File: src/rtl/viterbi_pkg.sv
// Shared constants, types and branch-symbol helpers for the rate-1/2, K=3 codec.
package viterbi_pkg;

  localparam logic [2:0] G0         = 3'b111;
  localparam logic [2:0] G1         = 3'b101;
  localparam int         NUM_STATES = 4;
  localparam int         PM_W_DEF   = 4;

  typedef logic [1:0]          state_t;
  typedef logic [1:0]          symbol_t;
  typedef logic [PM_W_DEF-1:0] metric_t;

  // Symbol produced when bit d enters an encoder holding s = {b[n-1], b[n-2]}.
  function automatic symbol_t expected_symbol(state_t s, logic d);
    logic [2:0] taps;
    taps = {d, s};
    return {^(taps & G0), ^(taps & G1)};
  endfunction

  function automatic logic [1:0] hamming2(symbol_t a, symbol_t b);
    symbol_t x;
    x = a ^ b;
    return {1'b0, x[1]} + {1'b0, x[0]};
  endfunction

endpackage

File: src/rtl/viterbi_codec_if.sv
// Link-side bundle of the codec: serial transmit bits in, encoded symbols and decoded bits out.
interface viterbi_codec_if;
  // Handshake: tx_en is a pure qualifier with no back-pressure; tx_bit and err_mask are
  // taken on every rising edge where tx_en is high, and enc_valid pulses for one cycle per
  // accepted bit. dec_bit is a level that only changes when the decoder consumes a symbol.
  logic       tx_en;
  logic       tx_bit;
  logic [1:0] err_mask;
  logic       enc_valid;
  logic [1:0] enc_sym;
  logic       dec_bit;

  modport master (output tx_en, tx_bit, err_mask, input  enc_valid, enc_sym, dec_bit);
  modport slave  (input  tx_en, tx_bit, err_mask, output enc_valid, enc_sym, dec_bit);
endinterface

File: src/rtl/decoder.sv
// 4-state hard-decision Viterbi decoder with register-exchange survivors.
// Define VITERBI_ASSERT_EN to compile in simulation-only input and metric assertions.
module decoder
  import viterbi_pkg::*;
#(
  parameter int TB_DEPTH = 16,
  parameter int PM_W     = PM_W_DEF
) (
  input  logic    clk,
  input  logic    rst,
  input  logic    enable,
  input  symbol_t d_in,
  output logic    d_out
);

  localparam logic [PM_W:0]   PM_MAX  = {1'b0, {PM_W{1'b1}}};
  localparam logic [PM_W-1:0] PM_INIT = PM_W'(8);

  logic [PM_W-1:0]       pm_q   [NUM_STATES];
  logic [PM_W-1:0]       pm_d   [NUM_STATES];
  logic [TB_DEPTH-1:0]   path_q [NUM_STATES];
  logic [TB_DEPTH-1:0]   path_d [NUM_STATES];
  logic [PM_W:0]         acc    [NUM_STATES];
  logic [NUM_STATES-1:0] dec;
  logic [PM_W:0]         min_sum;
  logic [PM_W:0]         norm;
  state_t                best;
  logic                  d_out_d;

  // State {d, x} is reached from {x, 0} and {x, 1} by shifting in bit d.
  for (genvar s = 0; s < NUM_STATES; s++) begin : g_acs
    localparam int   P0 = (s % 2) * 2;
    localparam logic D  = 1'(s / 2);
    logic [1:0] bm_a;
    logic [1:0] bm_b;

    assign bm_a = hamming2(d_in, expected_symbol(state_t'(P0), D));
    assign bm_b = hamming2(d_in, expected_symbol(state_t'(P0 + 1), D));

    viterbi_acs #(.PM_W(PM_W)) u_acs (
      .pm_a   (pm_q[P0]),
      .pm_b   (pm_q[P0+1]),
      .bm_a   (bm_a),
      .bm_b   (bm_b),
      .pm_sum (acc[s]),
      .dec    (dec[s])
    );

    assign path_d[s] = {(dec[s] ? path_q[P0+1][TB_DEPTH-2:0] : path_q[P0][TB_DEPTH-2:0]), D};
  end

  always_comb begin
    min_sum = acc[0];
    norm    = '0;
    best    = '0;
    for (int s = 1; s < NUM_STATES; s++) begin
      if (acc[s] < min_sum) min_sum = acc[s];
    end
    for (int s = 0; s < NUM_STATES; s++) begin
      norm    = acc[s] - min_sum;
      pm_d[s] = (norm > PM_MAX) ? PM_MAX[PM_W-1:0] : norm[PM_W-1:0];
    end
    // Downward scan so the lowest-index zero-metric state wins.
    for (int s = NUM_STATES - 1; s >= 0; s--) begin
      if (pm_d[s] == '0) best = state_t'(s);
    end
    d_out_d = path_d[best][TB_DEPTH-1];
  end

  always_ff @(posedge clk or negedge rst) begin
    if (!rst) begin
      for (int s = 0; s < NUM_STATES; s++) begin
        pm_q[s]   <= (s == 0) ? '0 : PM_INIT;
        path_q[s] <= '0;
      end
      d_out <= 1'b0;
    end else if (enable) begin
      for (int s = 0; s < NUM_STATES; s++) begin
        pm_q[s]   <= pm_d[s];
        path_q[s] <= path_d[s];
      end
      d_out <= d_out_d;
    end
  end

`ifdef VITERBI_ASSERT_EN
  always @(posedge clk) begin
    if (rst && enable) begin
      assert (!$isunknown(d_in)) else $error("decoder: X on d_in while enabled");
      assert (pm_d[0] == '0 || pm_d[1] == '0 || pm_d[2] == '0 || pm_d[3] == '0)
        else $error("decoder: normalized minimum metric is not zero");
      // A zero minimum sum means the received stream still matches some code path.
      if (min_sum == '0) begin
        for (int s = 0; s < NUM_STATES; s++) begin
          assert ({1'b0, pm_d[s]} < PM_MAX) else $error("decoder: metric saturated on clean input");
        end
      end
    end
  end
`else
`endif

endmodule

File: src/rtl/encoder.sv
// Rate-1/2, K=3 convolutional encoder (generators 7, 5 octal), one symbol per enabled edge.
module encoder
  import viterbi_pkg::*;
(
  input  logic    clk,
  input  logic    rst,
  input  logic    enable_i,
  input  logic    d_in,
  output logic    valid_o,
  output symbol_t d_out
);

  state_t state_q;

  always_ff @(posedge clk or negedge rst) begin
    if (!rst) begin
      state_q <= '0;
      d_out   <= '0;
      valid_o <= 1'b0;
    end else begin
      valid_o <= enable_i;
      if (enable_i) begin
        d_out   <= expected_symbol(state_q, d_in);
        state_q <= {d_in, state_q[1]};
      end
    end
  end

endmodule

File: src/rtl/viterbi_acs.sv
// Two-way add-compare-select for one trellis state; ties resolve to predecessor a (LSB 0).
module viterbi_acs #(
  parameter int PM_W = 4
) (
  input  logic [PM_W-1:0] pm_a,
  input  logic [PM_W-1:0] pm_b,
  input  logic [1:0]      bm_a,
  input  logic [1:0]      bm_b,
  output logic [PM_W:0]   pm_sum,
  output logic            dec
);

  logic [PM_W:0] sum_a;
  logic [PM_W:0] sum_b;

  // One guard bit so the sum never wraps before normalization and saturation.
  assign sum_a  = {1'b0, pm_a} + {{(PM_W-1){1'b0}}, bm_a};
  assign sum_b  = {1'b0, pm_b} + {{(PM_W-1){1'b0}}, bm_b};
  assign dec    = (sum_b < sum_a);
  assign pm_sum = dec ? sum_b : sum_a;

endmodule

File: src/rtl/viterbi_codec.sv
// Codec link: encoder -> registered channel with error injection -> Viterbi decoder.
// Decoder assertions are compiled in with VITERBI_ASSERT_EN.
module viterbi_codec
  import viterbi_pkg::*;
#(
  parameter int TB_DEPTH = 16,
  parameter int PM_W     = PM_W_DEF
) (
  input logic            clk,
  input logic            rst,
  viterbi_codec_if.slave link
);

  logic    enc_valid;
  symbol_t enc_sym;
  symbol_t err_q;
  logic    chan_valid;
  symbol_t chan_sym;

  encoder u_enc (
    .clk      (clk),
    .rst      (rst),
    .enable_i (link.tx_en),
    .d_in     (link.tx_bit),
    .valid_o  (enc_valid),
    .d_out    (enc_sym)
  );

  // err_mask is captured with its bit so the flip lands on that bit's symbol.
  always_ff @(posedge clk or negedge rst) begin
    if (!rst) begin
      err_q      <= '0;
      chan_valid <= 1'b0;
      chan_sym   <= '0;
    end else begin
      if (link.tx_en) err_q <= link.err_mask;
      chan_valid <= enc_valid;
      if (enc_valid) chan_sym <= enc_sym ^ err_q;
    end
  end

  decoder #(.TB_DEPTH(TB_DEPTH), .PM_W(PM_W)) u_dec (
    .clk    (clk),
    .rst    (rst),
    .enable (chan_valid),
    .d_in   (chan_sym),
    .d_out  (link.dec_bit)
  );

  assign link.enc_valid = enc_valid;
  assign link.enc_sym   = enc_sym;

endmodule

File: src/flat_wrapper.sv
// flat-port wrapper written by rule: the top's interface ports become plain ports
module viterbi_codec_flat import viterbi_pkg::*;
#(
  parameter int TB_DEPTH = 16,
  parameter int PM_W     = PM_W_DEF
)
  (clk, rst, link_tx_en, link_tx_bit, link_err_mask, link_enc_valid, link_enc_sym, link_dec_bit);
  viterbi_codec_if link_i ();
  input logic clk;
  input logic rst;
  input wire logic [$bits(link_i.tx_en)-1:0] link_tx_en;
  input wire logic [$bits(link_i.tx_bit)-1:0] link_tx_bit;
  input wire logic [$bits(link_i.err_mask)-1:0] link_err_mask;
  output wire logic [$bits(link_i.enc_valid)-1:0] link_enc_valid;
  output wire logic [$bits(link_i.enc_sym)-1:0] link_enc_sym;
  output wire logic [$bits(link_i.dec_bit)-1:0] link_dec_bit;
  assign link_i.tx_en = link_tx_en;
  assign link_i.tx_bit = link_tx_bit;
  assign link_i.err_mask = link_err_mask;
  assign link_enc_valid = link_i.enc_valid;
  assign link_enc_sym = link_i.enc_sym;
  assign link_dec_bit = link_i.dec_bit;
  viterbi_codec #(.TB_DEPTH(TB_DEPTH), .PM_W(PM_W)) u_core (.clk(clk), .rst(rst), .link(link_i));
endmodule
File: config.mk
export PLATFORM = sky130hd
export DESIGN_NAME = viterbi_codec_flat
export DESIGN_NICKNAME = d
export VERILOG_FILES = /design/src/rtl/viterbi_pkg.sv /design/src/rtl/viterbi_codec_if.sv /design/src/rtl/decoder.sv /design/src/rtl/encoder.sv /design/src/rtl/viterbi_acs.sv /design/src/rtl/viterbi_codec.sv /design/src/flat_wrapper.sv
export SDC_FILE = /design/constraint.sdc
export NUM_CORES = 1
export LEC_CHECK = 0
export BUFFER_PORTS_ARGS = -buffer_cell sky130_fd_sc_hd__buf_4
export CAP_MARGIN = 40
export CORE_ASPECT_RATIO = 1.5
export CORE_MARGIN = 4
export CORE_UTILIZATION = 60
export CTS_BUF_LIST = sky130_fd_sc_hd__clkbuf_8
export CTS_CLUSTER_SIZE = 24
export DETAILED_ROUTE_END_ITERATION = 7
export GPL_TIMING_DRIVEN = 0
export PLACE_DENSITY = 0.78
export SLEW_MARGIN = 10
export SYNTH_ARGS = -nofsm -noshare
export SYNTH_HDL_FRONTEND = slang
export SYNTH_SLANG_ARGS = --single-unit
File: constraint.sdc
create_clock -name clk -period 24.6 [get_ports clk]
set_clock_uncertainty 0.1 [all_clocks]
set_input_delay 2.46 -clock clk [delete_from_list [all_inputs] [get_ports clk]]
set_output_delay 2.46 -clock clk [all_outputs]
set_load 0.02 [all_outputs]
==> metrics.md <==
| Metric | Value |
|---|---|
| DR pass1 iterations | `8` |
| Ys Warns | `0` |
| Total area of sequential cells | `2060 sq um` |
| Synth cell count leaders | `nor2_1, a21oi_1, dfrtp_1` |
| Antenna violations before repair | `0` |
| Area of the multi-input gates | `4460 sq um` |
| H-tree depth | `3` |
| Clk slew on worst S/H paths | `0.08 ns` |
| Post-Synthesis Cell Area | `6850 sq um` |
| TNS Setup | `0 ns` |
| Worst Max-Slew Pin Slew | `0.867 ns` |
| Hold Path Cell Cnt | `0` |
| Number of synthesized flops with an enable pin | `0` |
| Slew headroom | `0.422` |
| Synth top area share | `0.288` |
| Rows | `47` |
| GP Congestion | `0.950` |
| Initial Util | `0.617` |
| Port bufs | `9` |
| TritonCTS clock tree | `yes` |
| Fmax | `82.6 MHz` |
| Syn_area_per_cell | `8.47 sq um` |
| Share of layout cells above drive strength 1 | `0.0910` |
| Detail Route Antenna Nets | `0` |
| Filler cell count | `923` |
| GRT Resource Usage Total | `0.302` |
| Fin crit share | `0.492` |
| Total Wirelength | `19300 microns` |
| Reg2reg setup slack | `12.50 ns` |
| Synth area leaders | `dfrtp_1, ha_1, mux2i_1, a21oi_1, nor2_1` |
| Critical path arrival | `12.29 ns` |
| Max incr delay on CP | `0.67 ns` |
| Fin Hold WS | `0.373 ns` |
| Register-to-Register Path Depth | `44` |
| Core Box Area | `11100 sq um` |
| Hold buffer count at CTS | `0` |
| Post-DR vias/cell | `6.48` |
| CP Capture Type | `register` |
| Clock Latency Late Sink | `0.36 ns` |
| Post-DR wirelength/cell | `19.6 microns` |
| Max-cap violations | `0` |
| GRT overflow | `0` |
| Number of global-route vias before repair | `6453` |
| Tmin final | `12.10 ns` |
| Crit path max-delay cell type | `o21bai_1` |
| Unrepaired setup endpoints after global routing | `no` |
| Post-Syn Instances | `809` |
| Reg-to-reg endpoint | `u_core.u_dec.d_out` |
| Clock sinks | `82` |
| Run status | `finished, final reports clean` |
| Area Overhead vs Synth | `6.92%` |
| Net count, final | `885` |
| WS Path Type | `reg2reg` |
| Die width | `95.3 microns` |
| Reg2Reg Launch Point | `u_core.chan_sym[0]` |
| Asr flop ratio synth | `1.00` |
| Drt drc | `0` |
| CP required | `24.78 ns` |
| Top_reg_cell synth | `dfrtp_1` |
| Crit Path Max Fanout | `10` |
| Iteration-0 DRC Markers | `418` |
| Final Hold Viols | `0` |
| CTS root buf | `clkbuf_8` |
| Syn_nets | `864` |
| Most common cell on crit path | `ha_1` |
| Worst Hold Launch | `u_core.u_enc.valid_o` |
| Util after Layout | `0.659` |
| Post-CTS setup repair buffer count | `0` |
| Post-CTS sizing | `0` |
| Die Y | `139 microns` |
| Min-delay worst type | `reg2reg` |
| Netlist cell types | `81` |
| Diodes inserted | `0` |
| Register area share after synthesis | `0.300` |
| Top-count cell post-synth | `nor2_1` |
| I/O pins | `10` |
| Global-route wire length before repair | `31600 microns` |
| Vias | `6365` |
| Seq cells post-synth | `82` |
| Number of buffers created by CTS | `9` |
| Hold EP | `u_core.chan_valid` |
| Die area | `13200 sq um` |
| Largest area contributor in the netlist | `dfrtp_1` |
| Pin count of the biggest net entering global routing | `63` |
| Bufs on Longest Clock Path | `2` |
| CP Launch Type | `register` |
| Dpl hpwl | `15000 microns` |
| Pins Over Slew Limit | `0` |
| Final Setup Violations | `0` |
## logic make-up after synthesis
group | after synthesis | synth area share
xor gates and xnor gates | 42 | 0.0548
AOI/OAI and AO/OA | 231 | 0.226
DFF | 82 | 0.300
adders and majority gates | 54 | 0.0969
muxes | 69 | 0.103
and+or+nand+nor | 244 | 0.170
buffers and inverters | 87 | 0.0495
## layer usage
metal	vias up	GRT usage	share of wire
li1	2968	-	-
met3	87	0.0369	0.042
met5	-	0	0
met1	3076	0.332	0.37
met4	0	0.163	0.053
met2	234	0.546	0.53
## registers in the layout, summed over array words and instances (netlist names)
| register | flops |
|---|---|
| u_core.err_q | 2 |
| u_core.u_enc.state_q | 2 |
| u_core.u_enc.d_out | 2 |
| u_core.u_dec.pm_q | 16 |
| u_core.chan_sym | 2 |
| u_core.chan_valid | 1 |
| u_core.u_dec.d_out | 1 |
| u_core.u_enc.valid_o | 1 |
| u_core.u_dec.path_q | 55 |
## layout by cell type, fill, tap and decap left out, types with 6 or more instances in the layout
cell type  Yosys  final
nor2_1       110    110
a21oi_1       90     90
dfrtp_1       79     79
mux2i_1       59     59
nand2_1       50     50
ha_1          49     49
inv_1         47     48
xnor2_1       32     32
o21ai_0       32     32
clkbuf_1      25     25
a31oi_1       12     12
nand3_1       11     11
buf_2         10     10
nor2b_1       10     10
a21o_1        10     10
clkbuf_8       0     10
xor2_1         9      9
mux2_2         9      9
buf_4          0      9
nand2b_1       8      8
nor3_1         8      8
or2_2          6      6
nand4b_1       6      6
a211oi_1       6      6
## worst max-delay path by stage
stage | from | to | cells past startpoint
3_5_place_dp | u_core.chan_sym[0] | u_core.u_dec.d_out | 45
5_1_grt | u_core.chan_sym[0] | u_core.u_dec.d_out | 46
4_1_cts | u_core.chan_sym[0] | u_core.u_dec.d_out | 45
6_report | u_core.chan_sym[0] | u_core.u_dec.d_out | 44
2_1_floorplan | u_core.chan_sym[0] | u_core.u_dec.d_out | 42
3_3_place_gp | u_core.chan_sym[0] | u_core.u_dec.d_out | 45
## stage by stage
step | std cells | worst slack [ns] | cell area (sq um)
floorplan | 809 | 15.23 | 6850
global placement | 965 | 13.24 | 7110
detailed placement | 966 | 12.90 | 7130
CTS | 982 | 12.85 | 7330
global route | 982 | 11.89 | 7330
finish | 982 | 12.50 | 7330
## area by class of cell
| class | count | share of cell area |
|---|---|---|
| Timing Repair Buffer | 10 | 0.0130 |
| Inverter | 49 | 0.0251 |
| Clock buffer | 10 | 0.0188 |
| Tap cell | 147 | 0.0251 |
| Multi-Input combinational cell | 640 | 0.609 |
| Buffer | 38 | 0.0212 |
| Clock inverter | 6 | 0.00785 |
| Sequential cell | 82 | 0.281 |
## critical path: cells and delay by family (launching register included)
family / cells / cell delay [ns]
buffers and inverters: 6 / 0.90
and+or+nand+nor: 9 / 2.33
AOI/OAI and AO/OA: 17 / 4.47
adders and majority gates: 9 / 2.73
DFF: 1 / 0.55
muxes: 2 / 0.61
xor gates and xnor gates: 1 / 0.33
Power is left out: the tool's default activity adds up to more than one toggle a clock period on the data nets, which glitch-free logic cannot reach.
